### src/rtl/ctrl_pipe.sv
// ctrl_pipe: carries the ID-stage control word through the EX, MEM and WB
// stage registers. It turns load-use hazards, taken branches and data-memory
// wait states into stall, flush and bubble actions.
// A bubble is valid=0 with every control bit and rd at 0.
// Optional feature macro: CTRL_PIPE_PERF_EN adds saturating stall and flush
// performance counters.
// id_ctrl layout, bit 9 first:
//   {AluSrc, MemtoReg, RegWrite, MemRead, MemWrite, Branch, Aluop[1:0], Imm[1:0]}
module ctrl_pipe #(
    parameter int RF_ADDR_W = 5,
    parameter int CNT_W     = 16
) (
    input  logic                 clk,
    input  logic                 rst_n,
    input  logic                 id_valid,
    input  logic [9:0]           id_ctrl,
    input  logic [RF_ADDR_W-1:0] id_rs1,
    input  logic [RF_ADDR_W-1:0] id_rs2,
    input  logic [RF_ADDR_W-1:0] id_rd,
    input  logic                 ex_branch_taken,
    input  logic                 mem_ready,
    output logic                 stall,
    output logic                 flush_ifid,
    output logic                 ex_valid,
    output logic [9:0]           ex_ctrl,
    output logic [RF_ADDR_W-1:0] ex_rd,
    output logic                 mem_valid,
    output logic [5:0]           mem_ctrl,
    output logic [RF_ADDR_W-1:0] mem_rd,
    output logic                 mem_req,
    output logic                 wb_valid,
    output logic                 wb_regwrite,
    output logic                 wb_memtoreg,
    output logic [RF_ADDR_W-1:0] wb_rd
`ifdef CTRL_PIPE_PERF_EN
    ,
    output logic [CNT_W-1:0]     perf_stall_cnt,
    output logic [CNT_W-1:0]     perf_flush_cnt
`endif
);

    // Per-cycle pipeline action, highest-priority hazard wins.
    typedef enum logic [1:0] {
        ACT_ADVANCE = 2'b00,  // all stages move; EX takes the ID instruction
        ACT_HOLD    = 2'b01,  // memory wait: EX/MEM hold, WB takes a bubble
        ACT_FLUSH   = 2'b10,  // taken branch: EX takes a bubble, IF/ID invalidated
        ACT_BUBBLE  = 2'b11   // load-use: EX takes a bubble, front end holds
    } action_e;

    localparam logic [RF_ADDR_W-1:0] RD_ZERO = {RF_ADDR_W{1'b0}};

    logic                 ex_valid_r;
    logic [9:0]           ex_ctrl_r;
    logic [RF_ADDR_W-1:0] ex_rd_r;
    logic                 mem_valid_r;
    logic [5:0]           mem_ctrl_r;
    logic [RF_ADDR_W-1:0] mem_rd_r;
    logic                 wb_valid_r;
    logic                 wb_regwrite_r;
    logic                 wb_memtoreg_r;
    logic [RF_ADDR_W-1:0] wb_rd_r;

    logic    uses_rs2_s;
    logic    mem_access_s;
    logic    mem_wait_s;
    logic    br_flush_s;
    logic    load_use_s;
    action_e action_s;
    logic    stall_s;
    logic    flush_s;

    // Hazard detection from the current stage registers and the ID operands.
    always_comb begin
        uses_rs2_s   = (id_ctrl[1:0] == 2'b11) | id_ctrl[5] | id_ctrl[4];
        mem_access_s = mem_valid_r & (mem_ctrl_r[2] | mem_ctrl_r[1]);
        mem_wait_s   = mem_access_s & ~mem_ready;
        br_flush_s   = ex_valid_r & ex_ctrl_r[4] & ex_branch_taken;
        load_use_s   = ex_valid_r & ex_ctrl_r[6] & (ex_rd_r != RD_ZERO) & id_valid &
                       ((ex_rd_r == id_rs1) | (uses_rs2_s & (ex_rd_r == id_rs2)));
    end

    // Priority selection of the action plus the stall/flush strobes (quiet in reset).
    always_comb begin
        action_s = ACT_ADVANCE;
        stall_s  = 1'b0;
        flush_s  = 1'b0;
        if (mem_wait_s) begin
            action_s = ACT_HOLD;
        end else if (br_flush_s) begin
            action_s = ACT_FLUSH;
        end else if (load_use_s) begin
            action_s = ACT_BUBBLE;
        end else begin
            action_s = ACT_ADVANCE;
        end
        case (action_s)
            ACT_HOLD:    stall_s = rst_n;
            ACT_BUBBLE:  stall_s = rst_n;
            ACT_FLUSH:   flush_s = rst_n;
            ACT_ADVANCE: stall_s = 1'b0;
            default: begin
                stall_s = 1'b0;
                flush_s = 1'b0;
            end
        endcase
    end

    // Stage registers: hold, bubble or advance according to the selected action.
    always_ff @(posedge clk) begin
        if (!rst_n) begin
            ex_valid_r    <= 1'b0;
            ex_ctrl_r     <= 10'd0;
            ex_rd_r       <= RD_ZERO;
            mem_valid_r   <= 1'b0;
            mem_ctrl_r    <= 6'd0;
            mem_rd_r      <= RD_ZERO;
            wb_valid_r    <= 1'b0;
            wb_regwrite_r <= 1'b0;
            wb_memtoreg_r <= 1'b0;
            wb_rd_r       <= RD_ZERO;
        end else begin
            case (action_s)
                ACT_HOLD: begin
                    // EX and MEM keep their contents; WB drains a bubble.
                    wb_valid_r    <= 1'b0;
                    wb_regwrite_r <= 1'b0;
                    wb_memtoreg_r <= 1'b0;
                    wb_rd_r       <= RD_ZERO;
                end
                ACT_FLUSH, ACT_BUBBLE, ACT_ADVANCE: begin
                    // EX only accepts the ID instruction on a clean advance.
                    if ((action_s == ACT_ADVANCE) && id_valid) begin
                        ex_valid_r <= 1'b1;
                        ex_ctrl_r  <= id_ctrl;
                        ex_rd_r    <= id_rd;
                    end else begin
                        ex_valid_r <= 1'b0;
                        ex_ctrl_r  <= 10'd0;
                        ex_rd_r    <= RD_ZERO;
                    end
                    mem_valid_r   <= ex_valid_r;
                    mem_ctrl_r    <= ex_ctrl_r[9:4];
                    mem_rd_r      <= ex_rd_r;
                    wb_valid_r    <= mem_valid_r;
                    // Writes to x0 are suppressed here so the register file never sees them.
                    wb_regwrite_r <= mem_valid_r & mem_ctrl_r[3] & (mem_rd_r != RD_ZERO);
                    wb_memtoreg_r <= mem_ctrl_r[4];
                    wb_rd_r       <= mem_rd_r;
                end
                default: begin
                    ex_valid_r    <= 1'b0;
                    ex_ctrl_r     <= 10'd0;
                    ex_rd_r       <= RD_ZERO;
                    mem_valid_r   <= 1'b0;
                    mem_ctrl_r    <= 6'd0;
                    mem_rd_r      <= RD_ZERO;
                    wb_valid_r    <= 1'b0;
                    wb_regwrite_r <= 1'b0;
                    wb_memtoreg_r <= 1'b0;
                    wb_rd_r       <= RD_ZERO;
                end
            endcase
        end
    end

`ifdef CTRL_PIPE_PERF_EN
    localparam logic [CNT_W-1:0] CNT_MAX = {CNT_W{1'b1}};

    logic [CNT_W-1:0] perf_stall_cnt_r;
    logic [CNT_W-1:0] perf_flush_cnt_r;

    // Saturating counters of stall and flush cycles.
    always_ff @(posedge clk) begin
        if (!rst_n) begin
            perf_stall_cnt_r <= {CNT_W{1'b0}};
            perf_flush_cnt_r <= {CNT_W{1'b0}};
        end else begin
            if (stall_s && (perf_stall_cnt_r != CNT_MAX)) begin
                perf_stall_cnt_r <= perf_stall_cnt_r + {{(CNT_W-1){1'b0}}, 1'b1};
            end
            if (flush_s && (perf_flush_cnt_r != CNT_MAX)) begin
                perf_flush_cnt_r <= perf_flush_cnt_r + {{(CNT_W-1){1'b0}}, 1'b1};
            end
        end
    end

    assign perf_stall_cnt = perf_stall_cnt_r;
    assign perf_flush_cnt = perf_flush_cnt_r;
`endif

    assign stall       = stall_s;
    assign flush_ifid  = flush_s;
    assign mem_req     = mem_access_s;
    assign ex_valid    = ex_valid_r;
    assign ex_ctrl     = ex_ctrl_r;
    assign ex_rd       = ex_rd_r;
    assign mem_valid   = mem_valid_r;
    assign mem_ctrl    = mem_ctrl_r;
    assign mem_rd      = mem_rd_r;
    assign wb_valid    = wb_valid_r;
    assign wb_regwrite = wb_regwrite_r;
    assign wb_memtoreg = wb_memtoreg_r;
    assign wb_rd       = wb_rd_r;

endmodule
### config.mk
export PLATFORM = sky130hd
export DESIGN_NAME = ctrl_pipe
export DESIGN_NICKNAME = d
export VERILOG_FILES = /design/src/rtl/ctrl_pipe.sv
export SDC_FILE = /design/constraint.sdc
export NUM_CORES = 1
export LEC_CHECK = 0
export BUFFER_PORTS_ARGS = -buffer_cell sky130_fd_sc_hd__buf_4
export CORE_AREA = 10 10 67 69
export CTS_BUF_LIST = sky130_fd_sc_hd__clkbuf_2 sky130_fd_sc_hd__clkbuf_4 sky130_fd_sc_hd__clkbuf_8
export CTS_CLUSTER_SIZE = 25
export DETAILED_ROUTE_END_ITERATION = 8
export DIE_AREA = 0 0 77 79
export GPL_ROUTABILITY_DRIVEN = 1
export PLACE_DENSITY = 0.9
export SETUP_SLACK_MARGIN = 0.2
export SLEW_MARGIN = 20
export SYNTH_ARGS = -nofsm -noshare
export SYNTH_HDL_FRONTEND = slang
export SYNTH_SLANG_ARGS = --single-unit
### constraint.sdc
create_clock -name clk -period 5.5 [get_ports clk]
set_clock_uncertainty 0.2 [all_clocks]
set_input_delay 0.55 -clock clk [delete_from_list [all_inputs] [get_ports clk]]
set_output_delay 0.55 -clock clk [all_outputs]
set_load 0.005 [all_outputs]
Yosys cells after proc, flatten, opt, wreduce, memory -nomap -nowiden
Index checks and enable logic that the tools add are counted.
{"block": "classes", "n_eq_ne": 6, "n_mux": 12, "n_bitwise": 16, "n_reduce_logical": 6}
{"cell": "$and 1x1->1", "count": 11}
{"cell": "$eq 5x5->1", "count": 2}
{"cell": "$mux 10", "count": 1}
{"cell": "$pmux 5 s2", "count": 1}
{"cell": "$reduce_bool 5->1", "count": 2}
{"cell": "$eq 2x2->1 const B", "count": 3}
{"cell": "$mux 2", "count": 3}
{"cell": "$pmux 1 s2", "count": 3}
{"cell": "$mux 5", "count": 1}
{"cell": "$or 1x1->1", "count": 4}
{"cell": "$mux 1", "count": 3}
{"cell": "$reduce_or 3->1", "count": 1}
{"cell": "$eq 2x1->1 const B", "count": 1}
{"cell": "$logic_not 2->1", "count": 1}
{"cell": "$reduce_or 2->1", "count": 1}
{"cell": "$logic_and 1x1->1", "count": 1}
{"cell": "$not 1->1", "count": 1}
{"block": "word_totals", "ff_bits": 36, "input_bits": 30, "output_inout_bits": 39, "wordCells": 50}

Logic depth before layout (Yosys ltp)
Gate-level depths: netlist of run 1.
{"block": "logic_depth", "word_depth": 12, "ltp_mapped": 7, "depth_no_buf": 5}

Least setup slack after synthesis of run 1
Ideal clock, no wire load.
{"block": "synth_timing", "kind": "register to output", "start": "register ex_rd_r[2], in the netlist ex_rd[2]", "end": "output stall", "t_arrival_ns": 1.491, "t_required_ns": 4.750, "setup_slack_ns": 3.259, "stages_incl_launch_ff": 5, "n_path_buf": 0, "path_cell_list": "dfxtp_1 or4_4 o2111ai_4 inv_1 a41o_1"}
{"block": "synth_via", "elab_chain_cells": 10, "elab_cells_between_ends": 15, "cone_classes": "4 x eq/ne; 4 x mux; 5 x bitwise; 2 x reduce/logical"}
{"item": "from (decl)", "line_no": "54", "text": "logic [RF_ADDR_W-1:0] ex_rd_r;"}
{"item": "from (signal assigned)", "line_no": "135", "text": "ex_rd_r <= id_rd;"}
{"item": "$eq 5x5->1 or $reduce_bool 5->1 (tied branches)", "line_no": "79, 78"}
{"item": "$and 1x1->1 (on tied branches)", "line_no": "79, 78"}
{"item": "$or 1x1->1 or $and 1x1->1 (tied branches)", "line_no": "79, 78"}
{"item": "$and 1x1->1 *", "line_no": "78", "text": "load_use_s = ex_valid_r & ex_ctrl_r[6] & (ex_rd_r != RD_ZERO) & id_valid &"}
{"item": "$mux 2 *", "line_no": "91", "text": "end else if (load_use_s) begin"}
{"item": "$mux 2 *", "line_no": "89", "text": "end else if (br_flush_s) begin"}
{"item": "$mux 2 *", "line_no": "87", "text": "if (mem_wait_s) begin"}
{"item": "$eq 2x2->1 or $eq 2x1->1 (tied branches)", "line_no": "96", "text": "case (action_s)"}
{"item": "$reduce_or 2->1 (no source line) *"}
{"item": "$mux 1 *", "line_no": "96"}
{"item": "to (decl)", "line_no": "22", "text": "output logic stall,"}
Mark *: on every way between the ends. The rest lies on a longest branch, timed or not.

Worst setup path in the final report of run 1
Ends and elaborated chain as after synthesis.

==> flow_summary_export.csv, run 1 <==
group,metric,value,unit
cts,cts_root_buffer,"clkbuf_4",
global_routing,grt_overflow,0,
logic_synthesis,yosysWarnings,0,
worst_hold_path,hold_path_class,"input pin to register",
cts,clock_sinks,36,
worst_setup_path,crit_path_start_kind,"register",
global_routing,grt_pass1_wl,6930,microns
worst_setup_path,reg2reg_to,"ex_ctrl[1]",
cts,clk_latency,0.34,ns
die,boundaryPins,69,
route,routed_wl,4300,microns
logic_synthesis,ys_ff_latch,36,
worst_setup_path,worstPathRequired,4.75,ns
timing,fin_crit_sh,54.0,%
finish,n_antenna_cell,0,
worst_setup_path,cp_max_fo,17,
worst_hold_path,whs_path_depth,3,
worst_setup_path,crit_buf_inv,2,
logic_synthesis,synthTopCellsByArea,"dfxtp_1 (47%), nand2_1 (9.6%), a32oi_1 (8.6%), xnor2_1 (5.7%), a21oi_1 (3.6%)",
logic_synthesis,syn_avg_cell_area,9.06,sq um
cts,h-tree-depth,2,
logic_synthesis,ys.flop_type,"dfxtp_1",
worst_setup_path,rr_worst_depth,4,
worst_setup_path,path_delay_family,"compound AO/OA/AOI/OAI gates",
run,drv_cap,0,
worst_setup_path,worstSetupPathType,"register to output port",
worst_setup_path,slowest_delay,0.57,ns
global_routing,grt_pass1_vias,1435,
power_and_ir_drop,leakage,0.000934,uW
die,die_area,0.00608,sq mm
die,die_w,77,microns
route,drt.antenna.violating_nets,0,
timing,setup_viol,0,
logic_synthesis,async_flop_share,0,%
worst_setup_path,crit_chain,"or4_4, o2111ai_4, inv_1, a41o_1, buf_4",
power_and_ir_drop,powerDensity,287,mW/mm^2
logic_synthesis,syn-num-nets,199,
timing,hold_viol_final,0,
cts,cts.clk_slew.worst_paths,0.11,ns
logic_synthesis,synth_seq_area_share,47.1,%
logic_synthesis,netlist_area,0.00153,sq mm
logic_synthesis,synth_top_area_share,47.1,%
die,coreArea,0.00323,sq mm
worst_setup_path,worstSetupEndpointType,"output port",
timing,drv_slew,0,
finish,nNetsFinal,262,
placed_design,gp_congestion,0.792,
route,drt_iter0_markers,123,
route,via_per_inst,5.34,
outcome,status,"complete, no violations",
cts,cts_max_path_buffers,2,
cts,cts_resized,0,
route,num_vias,1490,
power_and_ir_drop,vdd_drop_max,160,uV
finish,drive_gt1_share,34.3,%
global_routing,grt_max_degree,33,
route,drc_errors,0,
worst_hold_path,hp-start,"id_rd[0]",
cts,cts-hold-fix-buffers,0,
timing,timing.hold.ws,0.249,ns
cts,post_cts_buffers,0,
timing,fin_crit,2.97,ns
logic_synthesis,synth_cell_types,30,
global_routing,antenna_found_initial,0,
global_routing,grt_use_total,13.8,%
die,rows,21,
route,wl_per_cell,15.4,microns
worst_setup_path,worstPathArrival,2.22,ns
logic_synthesis,synth_edf_count,0,
logic_synthesis,syn_inst,169,
finish,area_growth,37.6,%
timing,tightestPinTransition,0.984,ns
timing,tns,0,ns
die,die_h,79,microns
cts,cts_buffers,5,
finish,fin_area,0.00211,sq mm
timing,slew_headroom,34.4,%
worst_hold_path,whs_endpoint,"ex_rd[0]",
cts,cts_tree,"built",
route,detail_route.first_pass.iterations,4,
timing,rsz0062_at_grt,"false",
placed_design,port_buffers,68,
placed_design,placed_cell_area,0.00201,sq mm
logic_synthesis,yosysTopAreaCell,"dfxtp_1",
worst_setup_path,rr_startpoint,"mem_ctrl[1]",
die,initial_core_util,47.4,%
power_and_ir_drop,finalPower,604,uW
worst_setup_path,slowest_stage,"or4_4",
timing,clock.fmax,337,MHz
worst_setup_path,rrSetupSlack,3.29,ns
placed_design,hpwlAfterDp,3240,microns
## per-stage QoR
step                      worst slack (ns)  util (%)  std cells
after floorplan                       3.26         -        169
after global placement                2.57      62.1        271
after detailed placement              2.55      62.1        271
after CTS                             2.32      65.0        279
after global routing                  2.44      65.2        279
final                                 2.53      65.2        279
## kinds of logic after synthesis
family	synth area share (%)
simple gates	17.2
compound gates	23.0
flops	47.1
buf+inv	7.11
xor+xnor	5.72
## routing by layer
| metal | routed length, microns | up-vias | global-route usage, % |
|---|---|---|---|
| met5 | 0 | - | 0 |
| met4 | 65 | 0 | 4.20 |
| met3 | 406 | 8 | 6.64 |
| met2 | 2050 | 69 | 22.1 |
| met1 | 1780 | 679 | 16.2 |
| li1 | - | 734 | - |
## sequential cells by signal, indices dropped and copies added (netlist names)
name         cells
ex_valid         1
ex_rd            5
mem_ctrl         6
ex_ctrl         10
wb_regwrite      1
mem_valid        1
wb_memtoreg      1
mem_rd           5
wb_valid         1
wb_rd            5
## layout by cell type (no fill, tap or decap), types with 2 or more instances in the layout
| cell type | Yosys | routed |
|---|---|---|
| nor2_1 | 3 | 3 |
| nand3_1 | 2 | 2 |
| o21ai_1 | 11 | 11 |
| clkbuf_8 | 3 | 2 |
| and3_1 | 7 | 7 |
| clkbuf_4 | 1 | 5 |
| a32oi_1 | 15 | 15 |
| inv_1 | 4 | 4 |
| nand2_1 | 39 | 39 |
| dfxtp_1 | 36 | 36 |
| a21oi_1 | 11 | 11 |
| xnor2_1 | 10 | 10 |
| buf_4 | 0 | 68 |
| o21ai_0 | 6 | 6 |
## worst max path at each step
stage                         start  endpoint  slack [ns]  cells past startpoint
after global routing       ex_rd[2]     stall        2.44                      5
final                      ex_rd[2]     stall        2.53                      5
after CTS                  ex_rd[1]     stall        2.32                      5
after global placement    id_rs1[2]     stall        2.57                      6
after floorplan            ex_rd[2]     stall        3.26                      4
after detailed placement  id_rs2[3]     stall        2.55                      6
## tightest hold or removal path, delay by kind of cell
kind / cells / cell delay, ns
buffers and inverters: 1 / 0.11
AND/OR/NAND/NOR: 1 / 0.05
AO/OA/AOI/OAI: 1 / 0.05
## cell type report
type / count / area, sq um
fill: 261 / 1120
sequential: 36 / 721
multi-input combinational: 117 / 708
timing repair buffer: 68 / 510
clock buffer: 7 / 65.1
tap: 46 / 57.6
clock inverter: 1 / 30.0
inverter: 4 / 15.0
## cells in the mapped netlist (2+ instances only)
| master | count |
|---|---|
| a21oi_1 | 11 |
| clkbuf_2 | 2 |
| nand3_1 | 2 |
| o21ai_0 | 6 |
| a32oi_1 | 15 |
| nand2_1 | 39 |
| clkbuf_1 | 4 |
| and3_1 | 7 |
| dfxtp_1 | 36 |
| o21ai_1 | 11 |
| xnor2_1 | 10 |
| clkbuf_8 | 3 |
| inv_1 | 4 |
| nor2_1 | 3 |
## power breakdown
group | internal, uW | switching (uW) | total, uW | leakage [uW]
clock | 121 | 87.8 | 208 | 0.0000515
combinational | 55.5 | 41.9 | 97.4 | 0.000586
sequential | 279 | 19.5 | 298 | 0.000296
(Power assumes the default switching activity.)
==> inputs of run 2 (changes only) <==
--- a/config.mk
+++ b/config.mk
@@ -6,13 +6,13 @@
 export NUM_CORES = 1
 export LEC_CHECK = 0
 export BUFFER_PORTS_ARGS = -buffer_cell sky130_fd_sc_hd__buf_4
-export CORE_AREA = 10 10 67 69
+export CORE_AREA = 10 10 71 73
 export CTS_BUF_LIST = sky130_fd_sc_hd__clkbuf_2 sky130_fd_sc_hd__clkbuf_4 sky130_fd_sc_hd__clkbuf_8
 export CTS_CLUSTER_SIZE = 25
 export DETAILED_ROUTE_END_ITERATION = 8
-export DIE_AREA = 0 0 77 79
+export DIE_AREA = 0 0 81 83
 export GPL_ROUTABILITY_DRIVEN = 1
-export PLACE_DENSITY = 0.9
+export PLACE_DENSITY = 0.84
 export SETUP_SLACK_MARGIN = 0.2
 export SLEW_MARGIN = 20
 export SYNTH_ARGS = -nofsm -noshare
==> constraint.sdc (replaced) <==
create_clock -name clk -period 2.7 [get_ports clk]
set_clock_uncertainty 0.2 [all_clocks]
set_input_delay 0.27 -clock clk [delete_from_list [all_inputs] [get_ports clk]]
set_output_delay 0.27 -clock clk [all_outputs]
set_load 0.005 [all_outputs]
==> flow_summary_export.csv, run 2 (synthesized netlist as in run 1, its figures left out) <==
group,metric,value,unit
route,num_vias,1495,
worst_hold_path,hold_path_class,"input pin to register",
cts,clock_sinks,36,
cts,cts_buffers,5,
global_routing,grt_max_degree,27,
worst_setup_path,crit_chain,"or4_4, o2111ai_4, inv_1, a41o_1, buf_4",
outcome,status,"complete, no violations",
placed_design,port_buffers,68,
placed_design,gp_congestion,0.775,
worst_setup_path,slowest_delay,0.56,ns
route,detail_route.first_pass.iterations,4,
worst_setup_path,slowest_stage,"or4_4",
cts,cts_tree,"built",
finish,final_util,59.4,%
cts,cts_root_buffer,"clkbuf_8",
timing,hold_viol_final,0,
power_and_ir_drop,vdd_drop_max,355,uV
global_routing,antenna_found_initial,0,
global_routing,grt_pass1_vias,1485,
finish,final_common_cell,"buf_4",
route,drt_iter0_markers,113,
finish,drive_gt1_share,35.3,%
route,via_per_inst,5.23,
die,initial_core_util,42.1,%
timing,setup_viol,0,
cts,cts_resized,0,
worst_setup_path,crit_buf_inv,2,
worst_setup_path,worstSetupEndpointType,"output port",
worst_setup_path,path_delay_family,"simple AND/OR/NAND/NOR gates",
finish,final_cells,286,
placed_design,dpl.cell_count,278,
global_routing,grt_use_total,13.2,%
die,die_h,83,microns
placed_design,placed_cell_area,0.00205,sq mm
cts,h-tree-depth,2,
die,die_area,0.00672,sq mm
worst_setup_path,crit_path_start_kind,"register",
timing,clock.fmax,430,MHz
route,wl_per_cell,16.1,microns
die,die_w,81,microns
timing,tightestPinTransition,0.806,ns
finish,n_antenna_cell,0,
finish,nNetsFinal,267,
die,boundaryPins,69,
route,drc_errors,0,
worst_setup_path,worstPathArrival,1.85,ns
timing,rsz0062_at_grt,"false",
worst_setup_path,worstSetupPathType,"register to output port",
timing,tns,0,ns
global_routing,grt_overflow,0,
worst_setup_path,cp_max_fo,6,
timing,slew_headroom,46.1,%
worst_setup_path,worstPathRequired,2.23,ns
finish,area_growth,40.8,%
placed_design,hpwlAfterDp,3500,microns
finish,largest_reg_flops,10,
cts,clk_latency,0.29,ns
power_and_ir_drop,finalPower,1280,uW
timing,drv_slew,0,
cts,cts-hold-fix-buffers,0,
die,coreArea,0.00363,sq mm
route,drt.antenna.violating_nets,0,
power_and_ir_drop,leakage,0.000965,uW
cts,cts_max_path_buffers,2,
timing,fin_crit_sh,86.0,%
finish,final_cell_mix,"buf_4 (73), nand2_1 (39), dfxtp_1 (36)",
timing,fin_crit,2.32,ns
finish,fin_area,0.00216,sq mm
run,drv_cap,0,
power_and_ir_drop,powerDensity,596,mW/mm^2
die,rows,22,
global_routing,grt_pass1_wl,7220,microns
cts,cts.clk_slew.worst_paths,0.07,ns
cts,post_cts_buffers,0,
route,routed_wl,4600,microns
==> run 2: tightest hold or removal path: stages <==
cell and delay (ns):
buf_4 0.08, a32oi_1 0.07, o21ai_0 0.06
==> run 2: final timing paths <==
| kind | startpoint | endpoint | slack [ns] | cells past startpoint |
|---|---|---|---|---|
| worst max-delay path | ex_rd[2] | stall | 0.38 | 5 |
| worst min-delay path | id_ctrl[2] | ex_ctrl[2] | 0.02 | 3 |
| worst max register to register | mem_ctrl[1] | wb_regwrite | 0.76 | 5 |
| worst min register to register | mem_ctrl[0] | mem_ctrl[0] | 0.25 | 2 |
==> run 2: cell type report <==
class | instances | area (sq um)
clock buffer | 6 | 76.3
clock inverter | 2 | 35.0
fill | 349 | 1480
inverter | 4 | 15.0
multi-input combinational | 117 | 702
sequential | 36 | 721
tap | 48 | 60.1
timing repair buffer | 73 | 548
==> run 2: through the flow <==
stage	hold slack (ns)	setup slack, ns
6_report	0.0197	0.377
5_1_grt	0.0306	0.277
4_1_cts	0.0165	0.376
3_5_place_dp	0.247	0.696
3_3_place_gp	0.244	0.727
2_1_floorplan	0.203	0.739
==> run 2: routing by layer <==
metal  vias up  wire [microns]  track usage, %  part of all wire, %
li1        740               -               -                    -
met1       695            1930            15.2                   42
met2        55            2180            20.7                   47
met3         5             461            6.57                   10
met4         0              39            4.07                 0.85
met5         -               0               0                    0
==> run 2: power breakdown <==
group          switching, uW  total [uW]  internal [uW]
Combinational           88.4         205            116
Clock                    190         474            284
Sequential              38.4         606            568
Total                    317        1280            968
==> inputs of run 3 (changes only) <==
--- a/config.mk
+++ b/config.mk
@@ -5,12 +5,13 @@
 export SDC_FILE = /design/constraint.sdc
 export NUM_CORES = 1
 export LEC_CHECK = 0
+export ABC_AREA = 1
 export BUFFER_PORTS_ARGS = -buffer_cell sky130_fd_sc_hd__buf_4
-export CORE_AREA = 10 10 71 73
+export CORE_AREA = 10 10 72 74
 export CTS_BUF_LIST = sky130_fd_sc_hd__clkbuf_2 sky130_fd_sc_hd__clkbuf_4 sky130_fd_sc_hd__clkbuf_8
 export CTS_CLUSTER_SIZE = 25
 export DETAILED_ROUTE_END_ITERATION = 8
-export DIE_AREA = 0 0 81 83
+export DIE_AREA = 0 0 82 84
 export GPL_ROUTABILITY_DRIVEN = 1
 export PLACE_DENSITY = 0.84
 export SETUP_SLACK_MARGIN = 0.2
==> flow_summary_export.csv, run 3 <==
group,metric,value,unit
finish,drive_gt1_share,39.0,%
route,via_per_inst,4.69,
timing,worst_slack,0.620,ns
die,die_w,82,microns
global_routing,grt.busiest_layer,"met2",
logic_synthesis,ys_ff_latch,36,
finish,regArea,721,sq um
power_and_ir_drop,finalPower,1110,uW
worst_setup_path,worstPathRequired,2.23,ns
placed_design,placed_cell_area,0.00213,sq mm
logic_synthesis,muxShareOfSynthArea,0,%
cts,h-tree-depth,2,
worst_setup_path,crit_chain,"inv_2, nand2_1, nand2_1, nor2_1, nand3_2, nand2_2, nand3_1, a21oi_1, buf_4",
route,num_vias,1534,
outcome,status,"complete, no violations",
timing,tightestPinTransition,0.298,ns
global_routing,met1_usage,15.2,%
route,drt.antenna.violating_nets,0,
finish,fin_area,0.00223,sq mm
finish,n_fill_cell,385,
worst_setup_path,worstPathArrival,1.61,ns
logic_synthesis,yosysWarnings,0,
cts,cts_tree,"built",
logic_synthesis,post-synth-top-count-cell,"nand2_1",
cts,cts_resized,0,
logic_synthesis,synth_top_family_by_area,"simple AND/OR/NAND/NOR gates",
worst_setup_path,path_delay_family,"simple AND/OR/NAND/NOR gates",
logic_synthesis,synth_commonest_cells,"nand2_1 (59), dfxtp_1 (36), inv_1 (20)",
timing,slew_headroom,80.1,%
global_routing,grt_pass1_vias,1491,
logic_synthesis,synth_xor_area_share,0.545,%
global_routing,grt_max_degree,26,
placed_design,hpwlAfterDp,3450,microns
power_and_ir_drop,leakage,0.00108,uW
logic_synthesis,netlist_area,0.00161,sq mm
timing,clock.fmax,481,MHz
timing,rsz0062_at_grt,"false",
logic_synthesis,yosys.area_share.simple,30.8,%
cts,cts_max_path_buffers,2,
global_routing,antenna_found_initial,0,
power_and_ir_drop,vdd_drop_max,221,uV
die,initial_core_util,41.7,%
worst_setup_path,crit_path_frequent_cell,"nand2_1",
logic_synthesis,synthTopCellsByArea,"dfxtp_1 (45%), nand2_1 (14%), nand3_2 (6.2%), a21oi_1 (5.6%), a21oi_2 (5.4%)",
global_routing,grt_pass1_wl,7000,microns
placed_design,dp_slack,0.941,ns
power_and_ir_drop,powerDensity,498,mW/mm^2
timing,fin_crit,2.08,ns
cts,clk_latency,0.28,ns
finish,nNetsFinal,306,
worst_setup_path,slowest_delay,0.46,ns
die,die_area,0.00689,sq mm
logic_synthesis,synth_seq_area_share,44.8,%
finish,final_cell_mix,"buf_4 (69), nand2_1 (59), dfxtp_1 (36)",
cts,cts.clk_slew.worst_paths,0.07,ns
logic_synthesis,ys.flop_type,"dfxtp_1",
timing,timing.hold.ws,0.0426,ns
logic_synthesis,syn_avg_cell_area,7.77,sq um
global_routing,met2_usage,18.9,%
finish,multi_input_area,729,sq um
cts,clock_sinks,36,
global_routing,grt_overflow,0,
finish,final_common_cell,"buf_4",
worst_setup_path,worstSetupEndpointType,"output port",
placed_design,gp_congestion,0.891,
route,drt_iter0_markers,51,
worst_setup_path,worstSetupPathType,"register to output port",
logic_synthesis,syn-num-nets,237,
cts,cts_buffers,5,
logic_synthesis,synth_edf_count,0,
worst_setup_path,slowest_stage,"dfxtp_1",
timing,hold_viol_final,0,
cts,cts-hold-fix-buffers,0,
cts,post_cts_buffers,0,
timing,setup_viol,0,
finish,area_growth,38.5,%
logic_synthesis,synth_adder_area_share,0,%
die,boundaryPins,69,
timing,drv_slew,0,
logic_synthesis,synth_cell_types,23,
logic_synthesis,synth_top_area_share,44.8,%
logic_synthesis,syn_inst,207,
route,wl_per_cell,13.4,microns
logic_synthesis,yosysTopAreaCell,"dfxtp_1",
worst_setup_path,crit_buf_inv,2,
die,coreArea,0.00386,sq mm
global_routing,met3_usage,6.90,%
timing,tns,0,ns
placed_design,port_buffers,68,
worst_setup_path,crit_path_start_kind,"register",
run,drv_cap,0,
cts,cts_root_buffer,"clkbuf_8",
logic_synthesis,synth_compound_area_share,14.0,%
route,drc_errors,0,
worst_setup_path,cp_max_fo,5,
global_routing,grt_use_total,12.5,%
die,die_h,84,microns
route,routed_wl,4370,microns
finish,n_antenna_cell,0,
worst_hold_path,hold_path_class,"input pin to register",
timing,fin_crit_sh,77.0,%
logic_synthesis,async_flop_share,0,%
die,rows,23,
finish,largest_reg_flops,10,
route,detail_route.first_pass.iterations,4,
==> run 3: cell types whose count changed after synthesis, moves of 11 or more <==
cell     change
nand2_1     +20
nor2_1      +12
o21ai_1     -11
inv_1       +16
a32oi_1     -15
==> run 3: worst reg2reg max path: stages (launching register included) <==
cell     delay, ns
dfxtp_1       0.33
nor2_1        0.13
nor2_2        0.06
nand2_4       0.16
inv_4         0.16
nor2_8        0.29
nand3_1       0.13
a21oi_1       0.13
==> run 3: worst paths after layout <==
kind | to | startpoint | depth (start not counted) | slack, ns
worst max-delay path | stall | ex_rd[0] | 9 | 0.62
worst min-delay path | ex_ctrl[6] | id_ctrl[6] | 3 | 0.04
worst max register to register | ex_rd[2] | mem_ctrl[1] | 7 | 1.04
worst min register to register | wb_rd[2] | mem_rd[2] | 2 | 0.27
==> run 3: kinds of logic after synthesis <==
kind of cell           after synthesis
AO/OA/AOI/OAI                       36
buffers and inverters               33
XOR/XNOR                             1
AND/OR/NAND/NOR                    101
flip-flops                          36
==> run 3: cell type report <==
| cell class | instances | area share [%] |
|---|---|---|
| flip-flops and latches | 36 | 32.4 |
| inverters | 26 | 4.49 |
| repair buffers | 69 | 23.3 |
| multi-input cells | 138 | 32.8 |
| clock buffers | 6 | 3.71 |
| clock inverters | 2 | 0.618 |
| well taps | 50 | 2.81 |
==> run 3: metal layers <==
| metal | share of wire (%) | vias up |
|---|---|---|
| met5 | 0 | - |
| met4 | 1.2 | 0 |
| met3 | 12 | 6 |
| met2 | 45 | 54 |
| met1 | 42 | 681 |
| li1 | - | 793 |
==> run 3: power by group <==
group	leakage [uW]	internal [uW]	total (uW)	switching [uW]
Combinational	0.000739	75.7	142	66.7
Clock	0.0000516	208	402	193
Sequential	0.000294	549	565	16.1
==> run 3: metrics by stage <==
step                std cells  util [%]
finish                    327      57.8
global route              327      57.8
CTS                       327      57.8
detailed placement        319      55.3
global placement          319      55.3
floorplan                 207         -
